==> config.mk <==
export PLATFORM = sky130hd
export DESIGN_NAME = div_unit
export DESIGN_NICKNAME = d
export VERILOG_FILES = /design/src/rtl/div_unit.sv
export SDC_FILE = /design/constraint.sdc
export NUM_CORES = 1
export LEC_CHECK = 0
export CORE_UTILIZATION = 45
export CTS_CLUSTER_DIAMETER = 40
export DETAILED_ROUTE_END_ITERATION = 6
export PLACE_DENSITY = 0.71
export SLEW_MARGIN = 15
export SYNTH_ARGS = -nofsm -noshare
export SYNTH_HDL_FRONTEND = slang
export SYNTH_SLANG_ARGS = --single-unit
==> constraint.sdc <==
create_clock -name clk -period 5.53 [get_ports clk]
set_clock_uncertainty 0.15 [all_clocks]
set_input_delay 0.553 -clock clk [delete_from_list [all_inputs] [get_ports clk]]
set_output_delay 0.553 -clock clk [all_outputs]
set_load 0.01 [all_outputs]
==> src/rtl/div_unit.sv <==
// div_unit: multi-cycle 32-bit integer divider for the MIPS execute stage (DIV / DIVU).
// Radix-2 restoring core that produces one quotient bit per cycle. A divide takes 34 cycles:
// one IDLE cycle where the start is seen, 32 DIV cycles, then one DONE cycle that applies the
// signs and presents the result.
//
// Ports:
//   clk       pipeline clock; all state updates on the rising edge
//   resetn    synchronous, active-low reset
//   start_i   divide instruction present in E (held high while the pipeline is stalled)
//   signed_i  1 = DIV (two's complement), 0 = DIVU
//   a_i       dividend
//   b_i       divisor
//   annul_i   E flush/exception; cancels any operation in flight
//   stall_o   stall request to the hazard unit
//   ready_o   one-cycle pulse; result_o is valid for the instruction in E
//   result_o  {remainder, quotient}; holds its value until the next completed divide
//
// Optional feature (macro DIV_ZERO_FAST_EN): a zero divisor seen in IDLE goes straight to DONE.
// The result is bit-identical to the iterative path.
module div_unit (
  input  logic        clk,
  input  logic        resetn,
  input  logic        start_i,
  input  logic        signed_i,
  input  logic [31:0] a_i,
  input  logic [31:0] b_i,
  input  logic        annul_i,
  output logic        stall_o,
  output logic        ready_o,
  output logic [63:0] result_o
);

  typedef enum logic [1:0] {StIdle, StDiv, StDone} state_e;

  state_e      state_q, state_d;
  logic [31:0] dvd_q, dvd_d;    // dividend magnitude, shifted out MSB first
  logic [31:0] rem_q, rem_d;    // partial remainder
  logic [31:0] quo_q, quo_d;    // quotient magnitude
  logic [31:0] bmag_q, bmag_d;  // divisor magnitude
  logic        qneg_q, qneg_d;
  logic        rneg_q, rneg_d;
  logic [4:0]  cnt_q, cnt_d;
  logic [63:0] result_q, result_d;

  logic        go;
  logic        a_neg, b_neg;
  logic [31:0] a_mag, b_mag;
  logic [32:0] shifted, trial;
  logic        borrow;
  logic [31:0] quo_fix, rem_fix;
`ifdef DIV_ZERO_FAST_EN
  logic        b_zero;
`endif

  always_comb begin
    go      = start_i & ~annul_i;
    a_neg   = signed_i & a_i[31];
    b_neg   = signed_i & b_i[31];
    a_mag   = a_neg ? (~a_i + 32'd1) : a_i;
    b_mag   = b_neg ? (~b_i + 32'd1) : b_i;
    shifted = {rem_q, dvd_q[31]};
    // rem_q < bmag_q always holds (rem_q < 2^31 for a zero divisor), so bit 32 is the borrow.
    trial   = shifted - {1'b0, bmag_q};
    borrow  = trial[32];
    quo_fix = qneg_q ? (~quo_q + 32'd1) : quo_q;
    rem_fix = rneg_q ? (~rem_q + 32'd1) : rem_q;
`ifdef DIV_ZERO_FAST_EN
    b_zero  = (b_i == 32'd0);
`endif
  end

  // State register.
  always_ff @(posedge clk) begin
    if (!resetn) begin
      state_q <= StIdle;
    end else begin
      state_q <= state_d;
    end
  end

  // Next-state logic; annul overrides everything.
  always_comb begin
    state_d = state_q;
    unique case (state_q)
      StIdle: begin
        if (go) begin
`ifdef DIV_ZERO_FAST_EN
          state_d = b_zero ? StDone : StDiv;
`else
          state_d = StDiv;
`endif
        end
      end
      StDiv:   if (cnt_q == 5'd31) state_d = StDone;
      StDone:  state_d = StIdle;
      default: state_d = StIdle;
    endcase
    if (annul_i) state_d = StIdle;
  end

  // Outputs. The new result is driven straight through in DONE so it lines up with ready_o.
  always_comb begin
    stall_o  = start_i & ~annul_i & (state_q != StDone);
    ready_o  = (state_q == StDone) & ~annul_i;
    result_o = ready_o ? {rem_fix, quo_fix} : result_q;
  end

  // Datapath next state.
  always_comb begin
    dvd_d    = dvd_q;
    rem_d    = rem_q;
    quo_d    = quo_q;
    bmag_d   = bmag_q;
    qneg_d   = qneg_q;
    rneg_d   = rneg_q;
    cnt_d    = cnt_q;
    result_d = result_q;
    unique case (state_q)
      StIdle: begin
        if (go) begin
          dvd_d  = a_mag;
          rem_d  = 32'd0;
          quo_d  = 32'd0;
          bmag_d = b_mag;
          qneg_d = a_neg ^ b_neg;
          rneg_d = a_neg;
          cnt_d  = 5'd0;
`ifdef DIV_ZERO_FAST_EN
          // Same magnitudes the iterative loop would reach with a zero divisor.
          if (b_zero) begin
            quo_d = 32'hFFFF_FFFF;
            rem_d = a_mag;
          end
`endif
        end
      end
      StDiv: begin
        dvd_d = {dvd_q[30:0], 1'b0};
        rem_d = borrow ? shifted[31:0] : trial[31:0];
        quo_d = {quo_q[30:0], ~borrow};
        cnt_d = cnt_q + 5'd1;
      end
      StDone: begin
        if (!annul_i) result_d = {rem_fix, quo_fix};
      end
      default: ;
    endcase
  end

  always_ff @(posedge clk) begin
    if (!resetn) begin
      dvd_q    <= 32'd0;
      rem_q    <= 32'd0;
      quo_q    <= 32'd0;
      bmag_q   <= 32'd0;
      qneg_q   <= 1'b0;
      rneg_q   <= 1'b0;
      cnt_q    <= 5'd0;
      result_q <= 64'd0;
    end else begin
      dvd_q    <= dvd_d;
      rem_q    <= rem_d;
      quo_q    <= quo_d;
      bmag_q   <= bmag_d;
      qneg_q   <= qneg_d;
      rneg_q   <= rneg_d;
      cnt_q    <= cnt_d;
      result_q <= result_d;
    end
  end

endmodule
==> results_dict.tcl, run 1 <==
set metrics [dict create \
    first_iter_violations 910 \
    syn_avg_cell_area_um2 8.32 \
    route.antenna.remaining_nets 0 \
    ys_seq_area_frac 0.337 \
    tightest_slew_ns 1.12 \
    maxSlewHeadroom 0.250 \
    synthesis.nets 1545 \
    layout-drive-gt1-share 0.0677 \
    globalRouteMet2Util 0.324 \
    cts_buffers 30 \
    startpoint "quo_q[6]" \
    synth_top_area_share 0.337 \
    grt_usage 0.207 \
    grt-busiest-layer "met2" \
    hpwl_mm 20.2 \
    drv_cap 0 \
    row_count 59 \
    yosysUniqueCellTypes 69 \
    power_frac_seq 0.378 \
    fmax_mhz 234 \
    post_cts_buffers 0 \
    post_drt_wl_per_cell_um 15.1 \
    reg2reg_to "rem_q[20]" \
    hold_viol 0 \
    ys.flop_type "dfxtp_1" \
    drv_slew 0 \
    h-tree-depth 1 \
    setup_viol_count_final 0 \
    die_y_um 165 \
    post-synth-top-count-cell "dfxtp_1" \
    synthTopCellsByCount "dfxtp_1 (201), a21oi_1 (112), nand2_1 (110)" \
    critical_path_arrival_ns 3.57 \
    start_util 0.459 \
    internal-power_mw 3.01 \
    clk_pin_slew_ns 0.05 \
    gp_congestion 0.879 \
    clockBufferDepth 3 \
    crit_fanout 7 \
    r2r_slack_ns 1.76 \
    hold_slack_ns 0.322 \
    die_x_um 165 \
    io_pins 135 \
    grt_pass1_wl_mm 46.6 \
    antenna_found_initial 0 \
    outcome "complete, no violations" \
    switching_power_mw 0.966 \
    clkLatencyLatePin_ns 0.56 \
    swShare 0.243 \
    grt_util_met1 0.293 \
    area_delta_synth_final_pct 22.4 \
    antenna_cells 0 \
    fin_tns_setup_ns 0 \
    nets 1637 \
    period_share 0.773 \
    root_buffer "clkbuf_16" \
    coreArea_um2 26100 \
    overflow 0 \
    synth-seq-cells 201 \
    ctsHoldBuffers 0 \
    grt_use_met3 0.0389 \
    pwr-share-clk 0.513 \
    cp-endpoint "result_o[28]" \
    synth_edf_count 0 \
    port_buffers 134 \
    worst-r2r-cell-count 12 \
    combPwrFrac 0.110 \
    async_flop_share 0 \
    via_per_inst 5.49 \
    die_area_um2 27200 \
    cts.repair.resized 0 \
    cts_tree "done" \
    cp-start-kind "flop" \
    drc 0 \
    cts_sinks 201 \
    cp-end-kind "output pin" \
    synth_warnings 0 \
    grt_max_degree 112 \
    wl_mm 28.4 \
    synth.area.top_cells "dfxtp_1 (34%), xor2_1 (6.0%), a21oi_1 (4.7%), xnor2_1 (4.2%), ha_1 (4.0%)" \
    syn_inst 1437 \
    fin_crit_ns 4.27 \
    power_density_nw_per_um2 272 \
    grt_pass1_vias 9520 \
    yosysTopAreaCell "dfxtp_1" \
    first_pass_iters 6 \
    leakagePower_nw 5.84 \
    worst-setup-path-type "flop to output pin" \
    hp-class "flop to flop" \
    rsz0062_at_grt "false" \
    required_ns 4.83 \
    syn-cell-area_um2 12000 \
    r2r_start "rem_q[0]" \
    peakVddDrop_mv 0.240 \
    vias 10356 \
]
## power groups by stage
stage | clock network, mW | registers, mW | logic, mW
4_1_cts | 2.08 | 1.50 | 0.435
3_5_place_dp | 0 | 1.53 | 0.434
6_report | 2.04 | 1.50 | 0.435
2_1_floorplan | 0 | 1.52 | 0.305
3_3_place_gp | 0 | 1.53 | 0.427
5_1_grt | 2.14 | 1.50 | 0.485
## how the worst min path moves through the flow
stage / from / endpoint / slack [ns] / depth (start not counted)
5_1_grt: bmag_q[0] / bmag_q[0] / 0.35 / 2
4_1_cts: bmag_q[28] / bmag_q[28] / 0.33 / 2
3_3_place_gp: bmag_q[28] / bmag_q[28] / 0.31 / 2
6_report: bmag_q[28] / bmag_q[28] / 0.32 / 2
3_5_place_dp: bmag_q[28] / bmag_q[28] / 0.32 / 2
2_1_floorplan: bmag_q[28] / bmag_q[28] / 0.29 / 2
## registers in the layout (all words and copies together) (netlist names)
register	count
result_q	64
bmag_q	32
dvd_q	32
quo_q	32
rem_q	32
cnt_q	5
state_q	2
qneg_q	1
rneg_q	1
## cell type report
| class | count | area [um^2] |
|---|---|---|
| tap | 335 | 419 |
| inverter | 52 | 195 |
| clock buffer | 38 | 851 |
| multi-input combinational | 1096 | 7430 |
| clock inverter | 17 | 260 |
| fill | 2331 | 11400 |
| sequential | 201 | 4020 |
| timing repair buffer | 148 | 1460 |
## metrics by stage
step                      total power [mW]  cell area, um^2  worst slack (ns)  utilization  std cells
after floorplan                       1.83            12000              2.49            -       1437
after global placement                1.96            13500              1.75        0.519       1832
after detailed placement              1.96            13500              1.69        0.519       1832
after CTS                             4.01            14600              1.21        0.562       1887
after global routing                  4.13            14600              1.01        0.562       1887
final                                 3.97            14600              1.26        0.562       1887
## layout by cell type (no fill, tap or decap), types with 20 or more instances in the layout
| cell type | count |
|---|---|
| a21oi_1 | 112 |
| a222oi_1 | 29 |
| a22oi_1 | 36 |
| and2_1 | 74 |
| clkbuf_16 | 30 |
| clkdlybuf4s50_1 | 133 |
| dfxtp_1 | 201 |
| ha_1 | 38 |
| inv_1 | 52 |
| mux2i_1 | 29 |
| nand2_1 | 110 |
| nor2_1 | 102 |
| nor2b_1 | 71 |
| o211a_1 | 27 |
| o21ai_0 | 56 |
| o21ai_1 | 36 |
| o31ai_1 | 20 |
| xnor2_1 | 57 |
| xor2_1 | 82 |
## worst max-delay path, cell delays in order (launching register included)
cell             delay (ns)
dfxtp_1                0.38
nor4_1                 0.52
nand4b_1               0.21
or2_1                  0.30
nand2b_1               0.22
nand2b_1               0.24
o31ai_1                0.26
xor2_1                 0.11
a21oi_1                0.22
clkdlybuf4s50_1        0.57
## cell families (layout without fill, tap and decap cells)
family / after synthesis / after routing / synth area share
xor gates and xnor gates: 140 / 140 / 0.103
AOI/OAI and AO/OA: 397 / 397 / 0.227
DFF: 201 / 201 / 0.337
muxes: 35 / 35 / 0.0299
and+or+nand+nor: 485 / 485 / 0.217
adders and majority gates: 39 / 39 / 0.0414
buffers and inverters: 140 / 255 / 0.0445
## routing by layer
metal	share of wire	vias to the layer above
met1	0.50	4790
met2	0.44	238
met5	0	-
met3	0.054	28
met4	0.011	0
li1	-	5300
(Power assumes the default switching activity.)
==> run 2, diff against run 1 <==
clock period = 4.05 ns   (was 5.53 ns; I/O delays follow)
==> results_dict.tcl, run 2 (synthesized netlist as in run 1, its figures left out) <==
set metrics [dict create \
    fin_crit_ns 3.89 \
    row_count 59 \
    setup_viol_count_final 0 \
    layout-drive-gt1-share 0.0721 \
    fmax_mhz 257 \
    drv_slew 0 \
    power_density_nw_per_um2 354 \
    critical_path_arrival_ns 3.34 \
    die_x_um 165 \
    grt_pass1_vias 9787 \
    maxSlewHeadroom 0.258 \
    wl_mm 28.9 \
    cts_tree "done" \
    cp_cell_sequence "or4_4 -> nor3_4 -> nand4b_1 -> nand2b_4 -> o41ai_4 -> xnor2_1 -> mux2_4 -> clkdlybuf4s50_1" \
    switching_power_mw 1.35 \
    r2r_start "bmag_q[8]" \
    hold_slack_ns 0.103 \
    startpoint "rem_q[8]" \
    overflow 0 \
    clockBufferDepth 3 \
    die_area_um2 27200 \
    swShare 0.262 \
    drc 0 \
    crit_path_max_incr_delay_ns 0.59 \
    cts_buffers 29 \
    final_common_cell "dfxtp_1" \
    clkLatencyLatePin_ns 0.56 \
    first_pass_iters 5 \
    peakVddDrop_mv 0.312 \
    grt_max_degree 124 \
    multi_input_area_um2 7490 \
    cp_num_buf_inv 1 \
    grt_usage 0.210 \
    cp_top_family "simple AND/OR/NAND/NOR gates" \
    h-tree-depth 1 \
    gp_congestion 0.876 \
    fillers 2335 \
    drv_cap 0 \
    outcome "complete, no violations" \
    route.antenna.remaining_nets 0 \
    via_per_inst 5.53 \
    die_y_um 165 \
    fin_tns_setup_ns 0 \
    io_pins 135 \
    pwr-share-clk 0.486 \
    port_buffers 134 \
    worst-setup-path-type "flop to output pin" \
    worstHoldStart "resetn" \
    required_ns 3.49 \
    vias 10435 \
    root_buffer "clkbuf_16" \
    internal-power_mw 3.81 \
    antenna_cells 0 \
    power_frac_seq 0.397 \
    antenna_found_initial 0 \
    coreArea_um2 26100 \
    stdcell_count 1888 \
    first_iter_violations 880 \
    post_drt_wl_per_cell_um 15.3 \
    crit_fanout 8 \
    largest_reg_flops 64 \
    tightest_slew_ns 1.11 \
    combPwrFrac 0.117 \
    hpwl_mm 20.5 \
    clk_pin_slew_ns 0.06 \
    final_core_util 0.561 \
    cp-end-kind "output pin" \
    start_util 0.459 \
    nets 1639 \
    hp-class "input pin to flop" \
    dp_cells 1834 \
    grt_pass1_wl_mm 47.4 \
    rsz0062_at_grt "false" \
    hold_viol 0 \
    ctsHoldBuffers 0 \
    cts_sinks 201 \
    area_delta_synth_final_pct 22.2 \
    crit_slowest_cell "or4_4" \
    final_cell_mix "dfxtp_1 (199), clkdlybuf4s50_1 (130), a21oi_1 (110), nand2_1 (110), nor2_1 (102)" \
    final-seq-area_um2 4030 \
    top_register "result_q" \
    leakagePower_nw 5.83 \
    period_share 0.961 \
    cp-start-kind "flop" \
]
run 2: changes by cell type in the layout (fill, tap and decap cells not counted), moves of 3 or more:
cell,previous run,this run
bufinv_16,5,2
clkbuf_8,7,3
clkdlybuf4s50_1,133,130
clkinv_2,5,2
clkinvlp_4,0,6
run 2: power groups by stage:
stage | registers, mW | clock network (mW) | logic [mW]
final | 2.05 | 2.51 | 0.602
after global routing | 2.06 | 2.65 | 0.666
after CTS | 2.05 | 2.56 | 0.601
after detailed placement | 2.09 | 0 | 0.597
after global placement | 2.09 | 0 | 0.587
after floorplan | 2.08 | 0 | 0.416
run 2: worst reg2reg max path: stages (launching register included):
cell       delay, ns
dfxtp_1         0.33
inv_1           0.05
ha_1            0.34
a21oi_1         0.22
nor2_1          0.07
a2111oi_0       0.68
a21oi_1         0.27
o41ai_2         0.56
nor4_1          0.14
or3_1           0.36
nand3_1         0.10
o21bai_1        0.06
run 2: layout make-up:
| type | count | share of cell area |
|---|---|---|
| Timing Repair Buffer | 151 | 0.102 |
| Tap cell | 335 | 0.0287 |
| Sequential cell | 201 | 0.276 |
| Clock buffer | 33 | 0.0528 |
| Inverter | 52 | 0.0134 |
| Clock inverter | 20 | 0.0146 |
| Multi-Input combinational cell | 1096 | 0.513 |
run 2: what timing repair did:
item | 4_1_cts | 5_1_grt
pin swaps | 1 | 1
gates resized for setup | 3 | 11
setup buffers | 0 | 1
endpoints found under the setup margin | 3 | 14
run 2: worst paths after layout:
check,to,slack (ns),cells after the start
min reg2reg,bmag_q[30],0.34,2
max,result_o[62],0.16,8
min,dvd_q[20],0.10,2
max reg2reg,rem_q[29],0.62,11
run 2: per-layer routing:
layer | vias to the layer above | GRT usage | wire (um)
met4 | 0 | 0.0471 | 346
met5 | - | 0 | 0
li1 | 5306 | - | -
met1 | 4874 | 0.293 | 14000
met2 | 221 | 0.331 | 12800
met3 | 34 | 0.0422 | 1670
run 2: per-stage QoR:
stage                     cell area [um^2]  power [mW]  setup WS (ns)
final                                14600        5.17          0.156
after global routing                 14600        5.37       0.000957
after CTS                            14600        5.21         0.0169
after detailed placement             13600        2.69          0.445
after global placement               13600        2.68          0.485
after floorplan                      12000        2.50           1.01
